===== config.mk =====
export PLATFORM = sky130hd
export DESIGN_NAME = axis_out_framer
export DESIGN_NICKNAME = d
export VERILOG_FILES = /design/src/rtl/ac_pkg.sv /design/src/rtl/sync_fifo_fwft.sv /design/src/rtl/axis_out_framer.sv
export SDC_FILE = /design/constraint.sdc
export NUM_CORES = 1
export LEC_CHECK = 0
export ABC_AREA = 1
export CAP_MARGIN = 20
export CORE_AREA = 2 2 134 136
export DETAILED_ROUTE_END_ITERATION = 12
export DIE_AREA = 0 0 136 138
export SLEW_MARGIN = 20
export SYNTH_ARGS = -nofsm -noshare
export SYNTH_HDL_FRONTEND = slang
export SYNTH_HIERARCHICAL = 1
export SYNTH_SLANG_ARGS = --single-unit

===== constraint.sdc =====
create_clock -name clk -period 4.6 [get_ports clk]
set_input_delay 0.69 -clock clk [delete_from_list [all_inputs] [get_ports clk]]
set_output_delay 0.69 -clock clk [all_outputs]
set_load 0.005 [all_outputs]

===== src/rtl/ac_pkg.sv =====
// Shared types for the access-control output path: framer FSM states and FIFO entry layout.
// Latency: n/a (types and constants only).
// Backpressure: n/a.
package ac_pkg;

   // Default pixel width; the framer's FIFO entry is sized from this value.
   localparam int AXISOUT_DATA_WIDTH = 24;
   localparam int AXISOUT_STRB_WIDTH = AXISOUT_DATA_WIDTH / 8;

   typedef enum logic [1:0] {
      IDLE  = 2'd0,
      RUN   = 2'd1,
      DRAIN = 2'd2,
      DONE  = 2'd3
   } framer_state_e;

   // One output beat as it sits in the FIFO: tags regenerated from the framer counters.
   typedef struct packed {
      logic                          tuser;
      logic                          tlast;
      logic [AXISOUT_DATA_WIDTH-1:0] tdata;
   } framer_entry_t;

   localparam int FRAMER_ENTRY_WIDTH = $bits(framer_entry_t);

endpackage


===== src/rtl/sync_fifo_fwft.sv =====
// Single-clock first-word-fall-through FIFO; head entry is always visible on pop_dat.
// Latency: a push in cycle N is visible at the head in cycle N+1 (no write-to-read bypass).
// Backpressure: pushes while full and pops while empty are ignored; full/empty are registered-state decodes.
//
// Ports: clk, rst_n (sync, active-low), clr (sync flush), push/push_dat, pop/pop_dat,
//        full, empty, one_left (exactly one entry stored).
module sync_fifo_fwft #(
   parameter int WIDTH = 8,
   parameter int DEPTH = 4
) (
   input  logic             clk,
   input  logic             rst_n,
   input  logic             clr,
   input  logic             push,
   input  logic [WIDTH-1:0] push_dat,
   input  logic             pop,
   output logic [WIDTH-1:0] pop_dat,
   output logic             full,
   output logic             empty,
   output logic             one_left
);

   localparam int AW = $clog2(DEPTH);

   logic [WIDTH-1:0] mem [DEPTH];
   logic [AW:0]      wr_ptr;
   logic [AW:0]      rd_ptr;
   logic [AW:0]      count;
   logic             push_ok;
   logic             pop_ok;

   assign count    = wr_ptr - rd_ptr;
   assign full     = (count == (AW+1)'(DEPTH));
   assign empty    = (count == '0);
   assign one_left = (count == (AW+1)'(1));
   assign push_ok  = push && !full;
   assign pop_ok   = pop && !empty;
   assign pop_dat  = mem[rd_ptr[AW-1:0]];

   // Pointers carry one extra wrap bit so full and empty are distinguishable.
   always_ff @(posedge clk) begin
      if (!rst_n || clr) begin
         wr_ptr <= '0;
         rd_ptr <= '0;
      end else begin
         if (push_ok) wr_ptr <= wr_ptr + 1'b1;
         if (pop_ok)  rd_ptr <= rd_ptr + 1'b1;
      end
   end

   // Storage needs no reset: a slot is only read after it has been written.
   always_ff @(posedge clk) begin
      if (push_ok) mem[wr_ptr[AW-1:0]] <= push_dat;
   end

endmodule


===== src/rtl/axis_out_framer.sv =====
// Output AXI4-Stream framer: regenerates tuser/tlast from its own pixel counters and reports frame completion.
// Latency: an accepted input beat appears on m_axis one cycle later (registered FIFO write).
// Backpressure: s_axis_tready = RUN && !fifo_full, from registered state only; m_axis holds while !tready.
//
// Ports: clk, rst_n (sync, active-low), start (arm one frame), clr (sync abort),
//        s_axis_* (upstream pixels), m_axis_* (framed output), busy (RUN/DRAIN), frame_done (1-cycle pulse).
// Optional: define AXIS_OUT_FRAMER_ERRCHK_EN to add err_tlast, a sticky flag for upstream tlast
//           disagreeing with the internal column counter.
module axis_out_framer #(
   parameter int AXISOUT_DATA_WIDTH = 24,
   parameter int DST_IMG_WIDTH      = 3840,
   parameter int DST_IMG_HEIGHT     = 2160,
   parameter int FIFO_DEPTH         = 4
) (
   input  logic                            clk,
   input  logic                            rst_n,
   input  logic                            start,
   input  logic                            clr,
   input  logic                            s_axis_tvalid,
   input  logic [AXISOUT_DATA_WIDTH-1:0]   s_axis_tdata,
   input  logic                            s_axis_tlast,
   output logic                            s_axis_tready,
   output logic                            m_axis_tvalid,
   output logic [AXISOUT_DATA_WIDTH-1:0]   m_axis_tdata,
   output logic [AXISOUT_DATA_WIDTH/8-1:0] m_axis_tkeep,
   output logic [AXISOUT_DATA_WIDTH/8-1:0] m_axis_tstrb,
   output logic                            m_axis_tlast,
   output logic                            m_axis_tuser,
   input  logic                            m_axis_tready,
   output logic                            busy,
`ifdef AXIS_OUT_FRAMER_ERRCHK_EN
   output logic                            err_tlast,
`endif
   output logic                            frame_done
);

   // FIFO entries use the package layout, so AXISOUT_DATA_WIDTH must equal ac_pkg's value.
   import ac_pkg::*;

   localparam int CW = (DST_IMG_WIDTH  > 1) ? $clog2(DST_IMG_WIDTH)  : 1;
   localparam int RW = (DST_IMG_HEIGHT > 1) ? $clog2(DST_IMG_HEIGHT) : 1;
   localparam int SW = AXISOUT_DATA_WIDTH / 8;
   localparam logic [CW-1:0] COL_LAST = CW'(DST_IMG_WIDTH - 1);
   localparam logic [RW-1:0] ROW_LAST = RW'(DST_IMG_HEIGHT - 1);

   framer_state_e state_q;
   framer_state_e state_d;
   logic [CW-1:0] in_col;
   logic [RW-1:0] in_row;
   logic          last_col;
   logic          last_row;
   logic          accept;
   logic          pop;
   logic          fifo_full;
   logic          fifo_empty;
   logic          fifo_one;
   framer_entry_t push_entry;
   framer_entry_t head_entry;

   assign last_col      = (in_col == COL_LAST);
   assign last_row      = (in_row == ROW_LAST);
   assign s_axis_tready = (state_q == RUN) && !fifo_full;
   assign accept        = s_axis_tvalid && s_axis_tready;
   assign pop           = m_axis_tvalid && m_axis_tready;

   assign push_entry.tuser = (in_row == '0) && (in_col == '0);
   assign push_entry.tlast = last_col;
   assign push_entry.tdata = s_axis_tdata;

   sync_fifo_fwft #(
      .WIDTH (FRAMER_ENTRY_WIDTH),
      .DEPTH (FIFO_DEPTH)
   ) u_fifo (
      .clk      (clk),
      .rst_n    (rst_n),
      .clr      (clr),
      .push     (accept),
      .push_dat (push_entry),
      .pop      (pop),
      .pop_dat  (head_entry),
      .full     (fifo_full),
      .empty    (fifo_empty),
      .one_left (fifo_one)
   );

   // Outputs are forced to zero while no beat is presented so reset/idle values are clean.
   assign m_axis_tvalid = !fifo_empty;
   assign m_axis_tdata  = m_axis_tvalid ? head_entry.tdata : '0;
   assign m_axis_tlast  = m_axis_tvalid && head_entry.tlast;
   assign m_axis_tuser  = m_axis_tvalid && head_entry.tuser;
   assign m_axis_tkeep  = m_axis_tvalid ? {SW{1'b1}} : '0;
   assign m_axis_tstrb  = m_axis_tvalid ? {SW{1'b1}} : '0;

   always_ff @(posedge clk) begin
      if (!rst_n) state_q <= IDLE;
      else        state_q <= state_d;
   end

   // DRAIN leaves as the FIFO goes empty (including the cycle that pops the last entry),
   // so frame_done lands in the cycle right after the final output handshake.
   always_comb begin
      state_d    = state_q;
      busy       = 1'b0;
      frame_done = 1'b0;
      case (state_q)
         IDLE:  if (start) state_d = RUN;
         RUN: begin
            busy = 1'b1;
            if (accept && last_col && last_row) state_d = DRAIN;
         end
         DRAIN: begin
            busy = 1'b1;
            if (fifo_empty || (fifo_one && pop)) state_d = DONE;
         end
         DONE: begin
            frame_done = 1'b1;
            state_d    = IDLE;
         end
         default: state_d = IDLE;
      endcase
      if (clr) state_d = IDLE;
   end

   // Raster counters; they return to 0 after the last pixel so the next frame starts clean.
   always_ff @(posedge clk) begin
      if (!rst_n || clr) begin
         in_col <= '0;
         in_row <= '0;
      end else if (accept) begin
         if (last_col) begin
            in_col <= '0;
            in_row <= last_row ? '0 : in_row + 1'b1;
         end else begin
            in_col <= in_col + 1'b1;
         end
      end
   end

`ifdef AXIS_OUT_FRAMER_ERRCHK_EN
   logic err_q;

   // Only a start that actually arms the framer (IDLE) clears the flag.
   always_ff @(posedge clk) begin
      if (!rst_n || clr || (start && (state_q == IDLE))) err_q <= 1'b0;
      else if (accept && (s_axis_tlast != last_col))     err_q <= 1'b1;
   end

   assign err_tlast = err_q;
`else
   // Upstream tlast is not needed when framing comes purely from the counters.
   logic unused_s_axis_tlast;
   assign unused_s_axis_tlast = s_axis_tlast;
`endif

endmodule

[Word level (Yosys, flattened, before mapping)]
Memory sizes are Yosys's and may differ from the RTL's. A register that Yosys moved wholly into a read port is not among the register bits.
Cells that the tools add are included.
W data, S select, Z words.
Storage, ports and cells
  register bits: 32
  RAM bits: 104
  bits of input ports: 31
  output and inout bits: 36
  memories: 1
Cells by class
  $add $sub $neg: 5
  equal/unequal tests: 10
  multiplexer cells: 14
  bitwise operators: 1
  reduce and logical (&&, ||, !) cells: 24
Memory list
  u_fifo.mem: words 4, bits a word 26, rd ports 1, clocked after memory_dff 1, write ports 1, RTL line sync_fifo_fwft.sv:25  | logic [WIDTH-1:0] mem [DEPTH];
Operator list (number)
  $add A12 B1 Y12 const B: 2
  $eq A12 B12 Y1 const B: 2
  $logic_not A12 Y1: 2
  $mux W12: 2
  $mux W24: 1
  $logic_and A1 B1 Y1: 11
  $mux W2: 5
  $pmux W2 S4: 1
  $add A3 B1 Y3 const B: 2
  $eq A2 B2 Y1 const B: 2
  $mux W1: 4
  $ne A2 B2 Y1 const B: 2
  $reduce_or A2 Y1: 2
  $eq A3 B1 Y1 const B: 1
  $eq A3 B3 Y1 const B: 1
  $logic_not A1 Y1: 3
  $logic_not A3 Y1: 1
  $mux W3: 1
  $reduce_and A3 Y1: 1
  $sub A3 B3 Y3: 1
  $eq A2 B1 Y1 const B: 1
  $logic_not A2 Y1: 1
  $logic_or A1 B1 Y1: 2
  $ne A2 B1 Y1 const B: 1
  2 further kinds: 2

[Depth between registers and ports, before layout]
  depth after elaboration: 9
  gate-level depth with buffers: 17
  depth with buffers taken out: 17

[Modules after synthesis]
The synthesis kept the hierarchy.
Modules (own cells, without submodules)
  sync_fifo_fwft: instances 1, cells each 326, area an instance 4362.9 sq um, seq. area each 3283.1 sq um
  axis_out_framer: instances 1, cells each 313, area an instance 1950.6 sq um, seq. area each 520.5 sq um

[Worst setup path after synthesis]
OpenSTA, ideal clock, no wires.
  path kind: register -> register
  start: register u_fifo.wr_ptr[0]
  end: memory u_fifo/mem[0][0] in the netlist's numbering (enable)
  arrival time: 2.903 ns
  path slack: 1.288 ns
  stages on the path, launching flop included: 13
  path buffers: 0
  clock period less this slack: 3.312 ns
  path through: dfxtp_1 > inv_1 > ha_1 > fa_1 > nand2_1 > inv_2 > nand3_4 > inv_1 > inv_1 > nand3_4 > clkinv_2 > nand2_4 > nor2_1
On the way
  longest elaborated chain between the ends: 8
Ends and longest elaborated chain
  from (decl): RTL line sync_fifo_fwft.sv:26  | logic [AW:0] wr_ptr;
  from (signal assigned): RTL line sync_fifo_fwft.sv:46  | if (push_ok) wr_ptr <= wr_ptr + 1'b1;
  $sub A3 B3 Y3: RTL line sync_fifo_fwft.sv:32  | assign count = wr_ptr - rd_ptr;
  $eq A3 B3 Y1: RTL line sync_fifo_fwft.sv:33  | assign full = (count == (AW+1)'(DEPTH));
  net fifo_full: RTL line axis_out_framer.sv:54  | logic fifo_full;
  $logic_not A1 Y1: RTL line axis_out_framer.sv:62  | assign s_axis_tready = (state_q == RUN) && !fifo_full;
  $logic_and A1 B1 Y1: RTL line axis_out_framer.sv:62
  $logic_and A1 B1 Y1: RTL line axis_out_framer.sv:63  | assign accept = s_axis_tvalid && s_axis_tready;
  net accept: RTL line axis_out_framer.sv:52  | logic accept;
  $logic_and A1 B1 Y1: RTL line sync_fifo_fwft.sv:36  | assign push_ok = push && !full;
  $mux W1: RTL line sync_fifo_fwft.sv:53  | if (push_ok) mem[wr_ptr[AW-1:0]] <= push_dat;
  $mux W1 (not written as such): RTL line sync_fifo_fwft.sv:53
  to (decl): RTL line sync_fifo_fwft.sv:25
The timed path passes the listed nets, and every way through them passes these cells.

[Worst setup path after layout]
  start: register u_fifo.wr_ptr[0]
  end: output m_axis_tstrb[1]
On the way
  longest elaborated chain between the ends: 3
Ends and longest elaborated chain
  $sub A3 B3 Y3: RTL line sync_fifo_fwft.sv:32
  $logic_not A3 Y1: RTL line sync_fifo_fwft.sv:34  | assign empty = (count == '0);
  net fifo_empty: RTL line axis_out_framer.sv:55  | logic fifo_empty;
  $mux W3: RTL line axis_out_framer.sv:92  | assign m_axis_tstrb = m_axis_tvalid ? {SW{1'b1}} : '0;
  to (decl): RTL line axis_out_framer.sv:26  | output logic [AXISOUT_DATA_WIDTH/8-1:0] m_axis_tstrb,
The timed path passes the listed nets, and every way through them passes these cells.

==> results.yml <==
worst_hold_path:
  hp-class: "reg2reg"
yosys:
  ys.flop_type: "edfxtp_1"
  yosysWarnings: 6
  postSynthCellCount: 639
  ys_types: 36
  synth_nets: 685
  syn_area_um2: 6310
  synth_seq_area_share: 0.602
  async_reset_ff_frac: 0
  ys_ff_latch: 138
  avgSynthCellArea_um2: 9.88
  synth_edf_count: 104
route:
  dr.pass1.iters: 4
  viasPerCell: 4.85
  ant_nets: 0
  remaining_drc_errors: 0
  wirelength_mm: 13.5
  wl_per_cell_um: 14.3
  vias: 4592
  drt_iter0_markers: 349
die:
  die_y_um: 138
  die_w_um: 136
  die_area_um2: 18800
  num_rows: 49
  core_region_area_um2: 17500
  pin_count: 67
  initial_utilization: 0.360
timing:
  tns_ps: 0
  slew_violations: 0
  setup_violations: 0
  relSlewSlack: 0.375
  fin_crit_ps: 3740
  fin_crit_sh: 0.813
  rsz0062_at_grt: "false"
  tightest_slew_ps: 936
  hold_viol_final: 0
  finClkSkew_ps: 14.6
  fmax_ghz: 0.267
worst_setup_path:
  crit_slowest_cell: "fa_1"
  required_ps: 3910
  start_kind: "flop"
  critPathKind: "reg2out"
  path_delay_family: "buffers and inverters"
  cpPeakStageDelay_ps: 510
  crit_chain: "inv_1 -> ha_1 -> fa_1 -> nand2_1 -> inv_2 -> nand2_4 -> inv_1 -> buf_4 -> inv_1 -> clkdlybuf4s50_1"
  critical_path_buf_inv_count: 6
  critPathMaxFanout: 24
  cp_common_cell: "inv_1"
  worstPathArrival_ps: 3050
  worst_setup_path_end_kind: "output pin"
pwr:
  power-per-cell-area_nw_per_um2: 367
  power_mw: 2.85
  p_leak_nw: 2.88
  peakVddDrop_uv: 259
placed_design:
  place_area_um2: 7180
  portBuffers: 65
  place_congestion: 0.881
  hpwl_mm: 8.63
cts:
  numCtsBuffers: 17
  insertion_delay_ps: 420
  cts_hold_buffers: 0
  cts_setup_buffers: 0
  cts_sinks: 138
  cts_root_buffer: "clkbuf_16"
  post_cts_resized: 0
  tritoncts: "done"
  clk_pin_slew_worst_paths_ps: 60
  cts_max_level: 4
  cts_max_path_buffers: 2
global_routing:
  grt_usage: 0.149
  grt_pass1_vias: 4415
  gr-total-overflow: 0
  grt_pass1_wl_mm: 21.8
  antenna_found_initial: 0
  grt_max_degree: 53
cells_and_area:
  final_area_um2: 7780
  fin_nets: 751
  fillers: 1661
  syn_to_final_growth_pct: 23.2
  drive_above_1_share: 0.109
  multi_input_area_um2: 2060
  final_core_util: 0.444
  regArea_um2: 3800
  antenna_cells: 0
flow_run:
  drv_cap: 0
run_status:
  status: "finished, final reports clean"
[final timing paths]
| check | start | slack (ps) | end | cells after the start |
|---|---|---|---|---|
| worst min-delay path | in_col[10] | 500 | in_col[10] | 2 |
| worst max register to register | u_fifo/wr_ptr[0] | 1590 | u_fifo/mem[0][10] | 13 |
| worst max-delay path | u_fifo/wr_ptr[0] | 860 | m_axis_tstrb[1] | 10 |
| worst min register to register | in_col[10] | 500 | in_col[10] | 2 |
[cell usage after synthesis, types with 3 or more instances]
cell type	n	area, um2
buf_2	13	65.1
xor2_1	4	35.0
nor2_2	3	18.8
nand2_4	5	56.3
nand3_1	25	125
o22ai_1	27	169
nand4_1	11	68.8
nor2_1	126	473
nand3_2	5	50.1
nand2_2	8	50.1
clkbuf_1	4	15.0
nor3_1	7	35.0
nand2_1	64	240
dfxtp_1	34	681
buf_4	7	52.6
o21ai_0	32	160
o21ai_1	28	140
a21oi_1	18	90.1
inv_1	77	289
inv_2	6	22.5
edfxtp_1	104	3120
ha_1	14	175
[cell families after synthesis]
group / Yosys count / synth area share
AND/OR/NAND/NOR: 263 / 0.194
flip-flops: 138 / 0.602
AO/OA/AOI/OAI: 109 / 0.0935
buffers and inverters: 109 / 0.0717
adder cells (fa/ha/maj): 15 / 0.0309
XOR/XNOR: 5 / 0.00694
[sequential cells by signal, indices dropped and copies added (netlist names), named ones only]
name and cells:
in_col 12, in_row 12, state_q 2, u_fifo/mem 104, u_fifo/rd_ptr 3, u_fifo/wr_ptr 3
[cells in the final DEF, fill, tap and decap left out, types with 17 or more instances in the layout]
cell type / instances
edfxtp_1: 104
dfxtp_1: 33
o21ai_0: 32
inv_1: 77
a21oi_1: 18
clkbuf_16: 17
nand2_1: 64
o22ai_1: 27
nor2_1: 123
clkdlybuf4s50_1: 65
o21ai_1: 28
nand3_1: 25
[report_power, final]
group / switching, mW / internal (mW)
Sequential: 0.00374 / 1.35
Combinational: 0.0587 / 0.0571
Clock: 0.564 / 0.823
[per-stage QoR]
stage,worst slack (ps),hold WS [ps],std cells
2_1_floorplan,1290,455,639
3_3_place_gp,1320,475,915
3_5_place_dp,1260,487,915
4_1_cts,787,501,947
5_1_grt,633,527,947
6_report,861,505,947
[tightest hold or removal path, cell delays in order, from the launching register on]
cell	delay, ps
dfxtp_1	330
inv_1	80
a21oi_1	60
[per-layer routing]
metal / global-route usage / vias to the layer above / part of all wire
li1: - / 2283 / -
met1: 0.183 / 2181 / 0.44
met2: 0.256 / 114 / 0.49
met3: 0.0367 / 14 / 0.049
met4: 0.0455 / 0 / 0.013
met5: 0 / - / 0
[final cells by class]
type | instances | area share
clock buffers | 17 | 0.0547
clock inverters | 15 | 0.0228
inverters | 84 | 0.0407
multi-input cells | 392 | 0.265
flip-flops and latches | 138 | 0.489
well taps | 229 | 0.0368
repair buffers | 72 | 0.0904
Note: power is estimated with default switching activity, not from simulation.
